**src/rtl/treino_pkg.sv**
```systemverilog
// Shared types and constants for the perceptron epoch-loop controller.
// Sizes, fp16 constants and the controller state encoding live here.
package treino_pkg;

  localparam int TAM_DEF        = 16;
  localparam int N_AMOSTRAS_DEF = 4;

  localparam logic [15:0] FP16_ZERO  = 16'h0000;
  localparam logic [15:0] FP16_NZERO = 16'h8000;
  localparam logic [15:0] FP16_ONE   = 16'h3C00;
  localparam logic [15:0] FP16_HALF  = 16'h3800;

  typedef enum logic [2:0] {
    IDLE,
    ISSUE,
    WAIT,
    CHECK,
    DONE
  } state_e;

endpackage

```
**src/rtl/fp16_igual.sv**
```systemverilog
// Combinational fp16 equality: bit-identical or both zero (any sign) match.
// A NaN on either side never matches, not even an identical NaN.
module fp16_igual
  import treino_pkg::*;
(
  input  logic [15:0] a_i,
  input  logic [15:0] b_i,
  output logic        igual_o
);

  logic a_nan, b_nan, a_zero, b_zero;

  assign a_nan  = (a_i[14:10] == 5'h1F) && (a_i[9:0] != 10'h000);
  assign b_nan  = (b_i[14:10] == 5'h1F) && (b_i[9:0] != 10'h000);
  assign a_zero = (a_i == FP16_ZERO) || (a_i == FP16_NZERO);
  assign b_zero = (b_i == FP16_ZERO) || (b_i == FP16_NZERO);

  assign igual_o = !a_nan && !b_nan && ((a_i == b_i) || (a_zero && b_zero));

endmodule

```
**src/rtl/treino_ctrl.sv**
```systemverilog
// Epoch-loop controller around the perceptron epoch stage: launches epochs,
// feeds back updated weights and stops on convergence or the epoch limit.
module treino_ctrl
  import treino_pkg::*;
#(
  parameter int          TAM        = TAM_DEF,
  parameter int          N_AMOSTRAS = N_AMOSTRAS_DEF,
  parameter int          MAX_EPOCAS = 32,
  parameter logic [15:0] W_INIT     = FP16_ONE,
  localparam int         EPW        = $clog2(MAX_EPOCAS + 1),
  localparam int         ERW        = $clog2(N_AMOSTRAS + 1)
) (
  input  logic                            clk,
  input  logic                            reset,
  input  logic                            start,
  input  logic [N_AMOSTRAS-1:0][TAM-1:0]  d,
  output logic                            ep_start,
  output logic [TAM-1:0]                  ep_w0,
  output logic [TAM-1:0]                  ep_w1,
  output logic [TAM-1:0]                  ep_w2,
  input  logic                            ep_done,
  input  logic [N_AMOSTRAS-1:0][TAM-1:0]  ep_result,
  input  logic [TAM-1:0]                  ep_w0_new,
  input  logic [TAM-1:0]                  ep_w1_new,
  input  logic [TAM-1:0]                  ep_w2_new,
  output logic [TAM-1:0]                  w0,
  output logic [TAM-1:0]                  w1,
  output logic [TAM-1:0]                  w2,
  output logic [EPW-1:0]                  epocas,
  output logic [ERW-1:0]                  erros,
  output logic                            busy,
  output logic                            done,
  output logic                            convergiu
);

  localparam logic [EPW-1:0] MAX_EP = EPW'(MAX_EPOCAS);
  localparam logic [TAM-1:0] W0     = TAM'(W_INIT);

  state_e                          state_q, state_d;
  logic [TAM-1:0]                  w0_q, w0_d, w1_q, w1_d, w2_q, w2_d;
  logic [EPW-1:0]                  epocas_q, epocas_d;
  logic [ERW-1:0]                  erros_q, erros_d, n_erros;
  logic [N_AMOSTRAS-1:0][TAM-1:0]  res_q, res_d;
  logic                            conv_q, conv_d;
  logic [N_AMOSTRAS-1:0]           igual;

  for (genvar i = 0; i < N_AMOSTRAS; i++) begin : g_cmp
    fp16_igual u_cmp (
      .a_i     (res_q[i]),
      .b_i     (d[i]),
      .igual_o (igual[i])
    );
  end

  always_comb begin
    n_erros = '0;
    for (int i = 0; i < N_AMOSTRAS; i++) begin
      if (!igual[i]) n_erros = n_erros + ERW'(1);
    end
  end

  // NOTE: every signal gets its hold value first so no path through the case leaves one unassigned (no latches).
  always_comb begin
    state_d  = state_q;
    w0_d     = w0_q;
    w1_d     = w1_q;
    w2_d     = w2_q;
    epocas_d = epocas_q;
    erros_d  = erros_q;
    res_d    = res_q;
    conv_d   = conv_q;
    unique case (state_q)
      IDLE, DONE: begin
        if (start) begin
          state_d  = ISSUE;
          w0_d     = W0;
          w1_d     = W0;
          w2_d     = W0;
          epocas_d = '0;
          erros_d  = '0;
          conv_d   = 1'b0;
        end
      end
      ISSUE: state_d = WAIT;
      WAIT: begin
        if (ep_done) begin
          res_d   = ep_result;
          w0_d    = ep_w0_new;
          w1_d    = ep_w1_new;
          w2_d    = ep_w2_new;
          if (epocas_q < MAX_EP) epocas_d = epocas_q + EPW'(1);
          state_d = CHECK;
        end
      end
      CHECK: begin
        erros_d = n_erros;
        if (n_erros == '0) begin
          state_d = DONE;
          conv_d  = 1'b1;
        end else if (epocas_q == MAX_EP) begin
          state_d = DONE;
        end else begin
          state_d = ISSUE;
        end
      end
      default: state_d = IDLE;
    endcase
  end

  // NOTE: sequential state uses non-blocking assignments so all registers update together at the edge.
  always_ff @(posedge clk) begin
    if (reset) begin
      state_q  <= IDLE;
      w0_q     <= W0;
      w1_q     <= W0;
      w2_q     <= W0;
      epocas_q <= '0;
      erros_q  <= '0;
      // NOTE: the result register is small and feeds the comparators, so it is reset to keep erros well defined.
      res_q    <= '0;
      conv_q   <= 1'b0;
    end else begin
      state_q  <= state_d;
      w0_q     <= w0_d;
      w1_q     <= w1_d;
      w2_q     <= w2_d;
      epocas_q <= epocas_d;
      erros_q  <= erros_d;
      res_q    <= res_d;
      conv_q   <= conv_d;
    end
  end

  assign ep_start  = (state_q == ISSUE);
  assign busy      = (state_q == ISSUE) || (state_q == WAIT) || (state_q == CHECK);
  assign done      = (state_q == DONE);
  assign convergiu = conv_q;
  assign ep_w0     = w0_q;
  assign ep_w1     = w1_q;
  assign ep_w2     = w2_q;
  assign w0        = w0_q;
  assign w1        = w1_q;
  assign w2        = w2_q;
  assign epocas    = epocas_q;
  assign erros     = erros_q;

endmodule

```
**config.mk**
```make
export PLATFORM = sky130hd
export DESIGN_NAME = treino_ctrl
export DESIGN_NICKNAME = d
export VERILOG_FILES = /design/src/rtl/treino_pkg.sv /design/src/rtl/fp16_igual.sv /design/src/rtl/treino_ctrl.sv
export SDC_FILE = /design/constraint.sdc
export NUM_CORES = 1
export LEC_CHECK = 0
export CORE_MARGIN = 3
export CORE_UTILIZATION = 35
export CTS_BUF_LIST = sky130_fd_sc_hd__clkbuf_8
export DETAILED_ROUTE_END_ITERATION = 16
export PLACE_DENSITY_LB_ADDON = 0.25
export SYNTH_ARGS = -nofsm -noshare
export SYNTH_HDL_FRONTEND = slang
export SYNTH_SLANG_ARGS = --single-unit
```
**constraint.sdc**
```tcl
create_clock -name clk -period 10.1 [get_ports clk]
set_input_delay 2.525 -clock clk [delete_from_list [all_inputs] [get_ports clk]]
set_output_delay 2.525 -clock clk [all_outputs]
set_load 0.02 [all_outputs]
```
==> out/metrics.cfg, run 1 <==
[outcome]
status=complete, no violations

[pwr]
finalPower_mw=1.43
netSwitchingFraction_pct=31.3
p_comb_share_pct=26.3
power.density_nw_per_um2=154
power_leakage_nw=3.12
seqPwrFrac_pct=39.2
pwr-share-clk_pct=34.5
ir_drop_v=0.0000896
power.internal_mw=0.981
power_switching_mw=0.447

[synthesis]
synth.area.top_cells=dfxtp_1 41%, nand2_1 11%, xnor2_1 9.4%, a21oi_1 8.3%, buf_4 5.9%
synth_nets=974
synth-main-ff-cell=dfxtp_1
syn_area_per_cell_sq_um=7.79
netlist.area_leader.share_pct=40.7
synth-seq-area-share_pct=40.7
syn_area_sq_um=6150
ys_ff_latch=125
synth.most_common_cell=nand2_1
syn_inst=789
synth_commonest_cells=176 x nand2_1, 125 x dfxtp_1, 102 x a21oi_1
ys_types=43
synth_top_cell_by_area=dfxtp_1
ys_warn_count=0
synth-edff-count=0
async_flop_share_pct=0

[timing]
min_period_ns=5.55
drv_slew=0
setup_viol=0
timing.final.crit_share_pct=55.0
clock_skew_ns=0.00743
worst_hold_slack_ns=0.453
rsz0062_at_grt=no
tightest_slew_ns=0.850
setup_ws_ns=4.55
finalHoldViolations=0
relSlewSlack_pct=43.3
finalSetupTns_ns=0
max_freq_mhz=180

[clock_tree]
root_buffer=clkbuf_8
clock-sinks=125
clock_path_buffers=2
ctsHtreeMaxLevel=4
clk_latency_ns=0.44
cts_inserted_buffers=17
hold_buffers=0
cts_tree=yes
ctsResizeCount=0
cts.clk_slew.worst_paths_ns=0.07
postCtsSetupBuffers=0

[floorplanning]
row_count=47
fp.dieW_microns=139
die_area_sq_um=19200
pin_count=289
start_util_pct=36.4
fp.coreArea_sq_um=16900
die_h_microns=139

[worst_setup_path]
path_max_fanout=6
cp-end-kind=flop
start_kind=input pin
cp.arrival_ns=5.88
crit_slowest_cell=clkdlybuf4s50_1
r2r_slack_ns=6.75
path_class=in -> reg
cp_cell_sequence=clkdlybuf4s50_1 > xnor2_1 > nand4_1 > nor4_1 > o21ai_0 > a221oi_1 > inv_1 > ha_1 > xor2_1 > ha_1 > and4bb_2 > o21bai_2 > a21boi_4 > a211o_1
reg2regPathDepth=13
worstPathRequired_ns=10.43
path_common_cell=ha_1
crit_path_max_incr_delay_ns=0.52

[global_route]
grt_pass1_vias=5919
grt_pass1_wl_mm=30.3
grt_max_degree=79
antenna_found_initial=1
track_usage_pct=19.2
grt-ovfl-total=0

[route]
routed_via_density=4.93
route.vias.total=6133
wl_per_cell_microns=15.4
first_iter_violations=192
drc=0
final_antenna_net_count=0
finalWirelength_mm=19.1
dr.pass1.iters=4

[flow_run]
maxCapViolCount=0

[worst_hold_path]
worstHoldPathCells=2
min_path_type=reg -> reg

[layout]
num_antenna_cells=0
nNetsFinal=1196
drive_above_1_share_pct=5.08
syn2layout_area_growth_pct=51.1
utilization_pct=55.0

[place]
dp_hpwl_mm=14.2
place_ws_ns=4.08
routabilityCongestion=0.891
port_buffers=288

[layout make-up]
class / instances / area [sq um]
fill: 1632 / 7590
clock inverter: 13 / 188
sequential: 125 / 2500
clock buffer: 19 / 262
multi-input combinational: 568 / 3120
tap: 220 / 275
inverter: 5 / 18.8
timing repair buffer: 294 / 2930
[metrics by stage]
step / instances / instance area [sq um]
final: 1244 / 9290
after global routing: 1244 / 9290
after CTS: 1244 / 9290
after detailed placement: 1212 / 8840
after global placement: 1212 / 8840
after floorplan: 789 / 6150
[sequential cells by signal, indices dropped and copies added, names as in the netlist]
name / flops
res_q: 64
ep_w0: 16
ep_w1: 16
ep_w2: 16
epocas: 6
erros: 3
state_q: 3
convergiu: 1
[kinds of logic after synthesis]
| kind of cell | share of synthesized area, % |
|---|---|
| xor+xnor | 10.2 |
| buf+inv | 8.85 |
| mux | 0.489 |
| fa+ha+maj | 1.02 |
| flops | 40.7 |
| simple gates | 26.3 |
| compound gates | 12.4 |
[placed cells by master (no fill, tap or decap), drive strengths merged, types with 2 or more instances in the layout]
cell type	Yosys	layout
a21oi	104	104
a22o	2	2
a31oi	2	2
and2	2	2
and3	3	3
buf	60	7
bufinv	0	4
clkbuf	31	19
clkdlybuf4s50	0	287
clkinv	0	4
clkinvlp	0	3
dfxtp	125	125
ha	5	5
inv	5	7
mux2i	3	3
nand2	176	176
nand2b	2	2
nand3	53	53
nand4	20	20
nor2	46	46
nor2b	4	4
nor3	15	15
nor3b	3	3
nor4	29	29
o21ai	5	5
o21bai	13	13
xnor2	67	67
xor2	4	4
[worst max-delay path: cells and delay by family]
family / cells / cell delay, ns
adders and majority gates: 2 / 0.59
xor gates and xnor gates: 2 / 0.38
buffers and inverters: 2 / 0.60
and+or+nand+nor: 3 / 0.69
AOI/OAI and AO/OA: 5 / 1.08
[power by group through the flow]
| stage | combinational (mW) | clock [mW] | sequential, mW |
|---|---|---|---|
| floorplan | 0.204 | 0 | 0.576 |
| finish | 0.376 | 0.492 | 0.559 |
| detailed placement | 0.380 | 0 | 0.571 |
| global route | 0.409 | 0.526 | 0.565 |
| global placement | 0.378 | 0 | 0.570 |
| CTS | 0.381 | 0.508 | 0.560 |
[path summary, 6_finish.rpt]
path	from	end
setup / recovery	d[11]	state_q[2]
hold / removal	convergiu	convergiu
setup reg to reg	res_q[9]	state_q[2]
hold reg to reg	convergiu	convergiu
[layer usage]
layer  up-vias  part of all wire (%)  track usage, %
met5         -                 0.068               0
met4         2                   1.6            6.34
met3        24                   7.5            5.84
met2       221                    49            33.1
met1      2810                    42            22.8
li1       3076                     -               -
Power figures use the tool's default switching activity.
==> run 2: changes to the inputs <==
clock period = 4.8 ns   (was 10.1 ns; I/O delays follow)
==> out/metrics.cfg, run 2 (synthesis results as in run 1) <==
[outcome]
status=complete, no violations

[global_route]
grt_pass1_wl_mm=30.3  ; +0.18%
grt_max_degree=82  ; +3.8%
grt_pass1_vias=5874  ; -0.76%
antenna_found_initial=1  ; unchanged
grt-ovfl-total=0  ; unchanged
track_usage_pct=19.3  ; +0.094 points

[layout]
drive_above_1_share_pct=5.07  ; about the same
multi_input_area_sq_um=3120  ; unchanged
largest_register=res_q
num_antenna_cells=0  ; unchanged
mostFrequentLayoutCells=287 x clkdlybuf4s50_1, 175 x nand2_1, 125 x dfxtp_1, 101 x a21oi_1, 66 x xnor2_1
fillers=1661  ; +1.8%
largest_register_ffs=64  ; unchanged
nNetsFinal=1197  ; +0.084%
layout_commonest_cell=clkdlybuf4s50_1
syn2layout_area_growth_pct=50.2
seq_area_sq_um=2500  ; unchanged

[pwr]
p_comb_share_pct=27.5  ; +1.2 points
netSwitchingFraction_pct=32.8  ; +1.5 points
ir_drop_v=0.000197  ; +120%
power.density_nw_per_um2=311  ; +100%
power.internal_mw=1.93  ; +96%
seqPwrFrac_pct=41.0  ; +1.8 points
power_leakage_nw=3.09  ; -1.0%
pwr-share-clk_pct=31.5  ; -3.0 points
power_switching_mw=0.940  ; +110%

[route]
finalWirelength_mm=19.0  ; -0.61%
first_iter_violations=206  ; +7.3%
wl_per_cell_microns=15.3  ; -0.69%
dr.pass1.iters=4  ; unchanged
final_antenna_net_count=0  ; unchanged
routed_via_density=4.90  ; -0.59%
route.vias.total=6102  ; -0.51%
drc=0  ; unchanged

[place]
place_ws_ns=0.181  ; -3.90 ns
routabilityCongestion=0.880  ; -1.2%
port_buffers=288  ; unchanged
dp_hpwl_mm=14.2  ; about the same

[floorplanning]
row_count=47  ; unchanged
pin_count=289  ; unchanged
die_h_microns=139  ; unchanged
die_area_sq_um=19200  ; unchanged
fp.coreArea_sq_um=16900  ; unchanged
start_util_pct=36.4  ; unchanged
fp.dieW_microns=139  ; unchanged

[worst_setup_path]
worstPathRequired_ns=5.13  ; -5.30 ns
cp-end-kind=flop
start_kind=input pin
cp_cell_sequence=clkdlybuf4s50_1 > xnor2_1 > nand4_1 > nor4_1 > o21ai_0 > a221oi_1 > inv_1 > ha_1 > xor2_1 > ha_1 > and4bb_2 > o21bai_2 > a21boi_4 > a211o_1
path_max_fanout=3  ; -3
worst-path-buf-inv=2  ; unchanged
path_class=in -> reg
crit_path_max_incr_delay_ns=0.52  ; about the same
cp.arrival_ns=4.49  ; -1.39 ns
path_common_cell=ha_1
crit_slowest_cell=clkdlybuf4s50_1
crit_family=compound AO/OA/AOI/OAI gates

[timing]
finalHoldViolations=0  ; unchanged
clock_skew_ns=0.0101  ; +0.00262 ns
setup_ws_ns=0.635  ; -3.91 ns
setup_viol=0  ; unchanged
drv_slew=0  ; unchanged
timing.final.crit_share_pct=86.8
tightest_slew_ns=0.861  ; +0.0107 ns
relSlewSlack_pct=42.6  ; -0.71 points
max_freq_mhz=240
min_period_ns=4.17
rsz0062_at_grt=no
finalSetupTns_ns=0  ; unchanged

[clock_tree]
cts_tree=yes
clock_path_buffers=2  ; unchanged
hold_buffers=0  ; unchanged
clock-sinks=125  ; unchanged
ctsHtreeMaxLevel=4  ; unchanged
cts_inserted_buffers=17  ; unchanged
postCtsSetupBuffers=0  ; unchanged
cts.clk_slew.worst_paths_ns=0.08  ; about the same
root_buffer=clkbuf_8
clk_latency_ns=0.43  ; about the same
ctsResizeCount=0  ; unchanged

[worst_hold_path]
min_path_type=reg -> reg

[flow_run]
maxCapViolCount=0  ; unchanged

run 2: per-stage QoR:
stage               hold WS [ns]  cell area, sq um  utilization (%)  cells  total power, mW
finish                     0.455              9230             54.7   1245             2.87
global route               0.480              9230             54.7   1245             3.03
CTS                        0.460              9230             54.7   1245             2.91
detailed placement         0.448              8850             52.4   1213             2.00
global placement           0.448              8850             52.4   1213             1.99
floorplan                  0.449              6150                -    789             1.64
run 2: path summary, 6_finish.rpt:
kind         startpoint  slack, ns  cells after the start          to
max reg2reg    res_q[9]       1.51                     13  state_q[2]
max               d[10]       0.63                     14  state_q[2]
min           convergiu       0.45                      2   convergiu
min reg2reg   convergiu       0.45                      2   convergiu
run 2: worst reg2reg max path, cell delays in order (launching register included):
cell and delay [ns]:
dfxtp_1 0.40, xnor2_1 0.15, nand4_1 0.13, nor4_1 0.34, o21ai_0 0.15, a221oi_1 0.41
inv_1 0.08, ha_1 0.31, xor2_1 0.24, ha_1 0.21, and4bb_2 0.23, o21bai_2 0.16
a21boi_4 0.09, a211o_1 0.29
run 2: cell type report:
class	instances	area share (%)
inverter	5	0.203
multi-input combinational	568	33.8
sequential	125	27.1
tap	220	2.98
clock buffer	17	2.53
clock inverter	15	1.63
timing repair buffer	295	31.8
run 2: power by group through the flow:
stage                     registers (mW)  clock network [mW]  logic, mW
after floorplan                     1.21                   0      0.430
after global routing                1.19               0.982      0.859
final                               1.18               0.902      0.788
after detailed placement            1.20                   0      0.797
after global placement              1.20                   0      0.792
after CTS                           1.18               0.938      0.799
run 2: per-layer routing:
metal	track usage, %	share of wire, %
met3	6.25	7.8
met1	23.0	42
met2	33.2	48
met4	5.77	1.5
met5	0	0.068
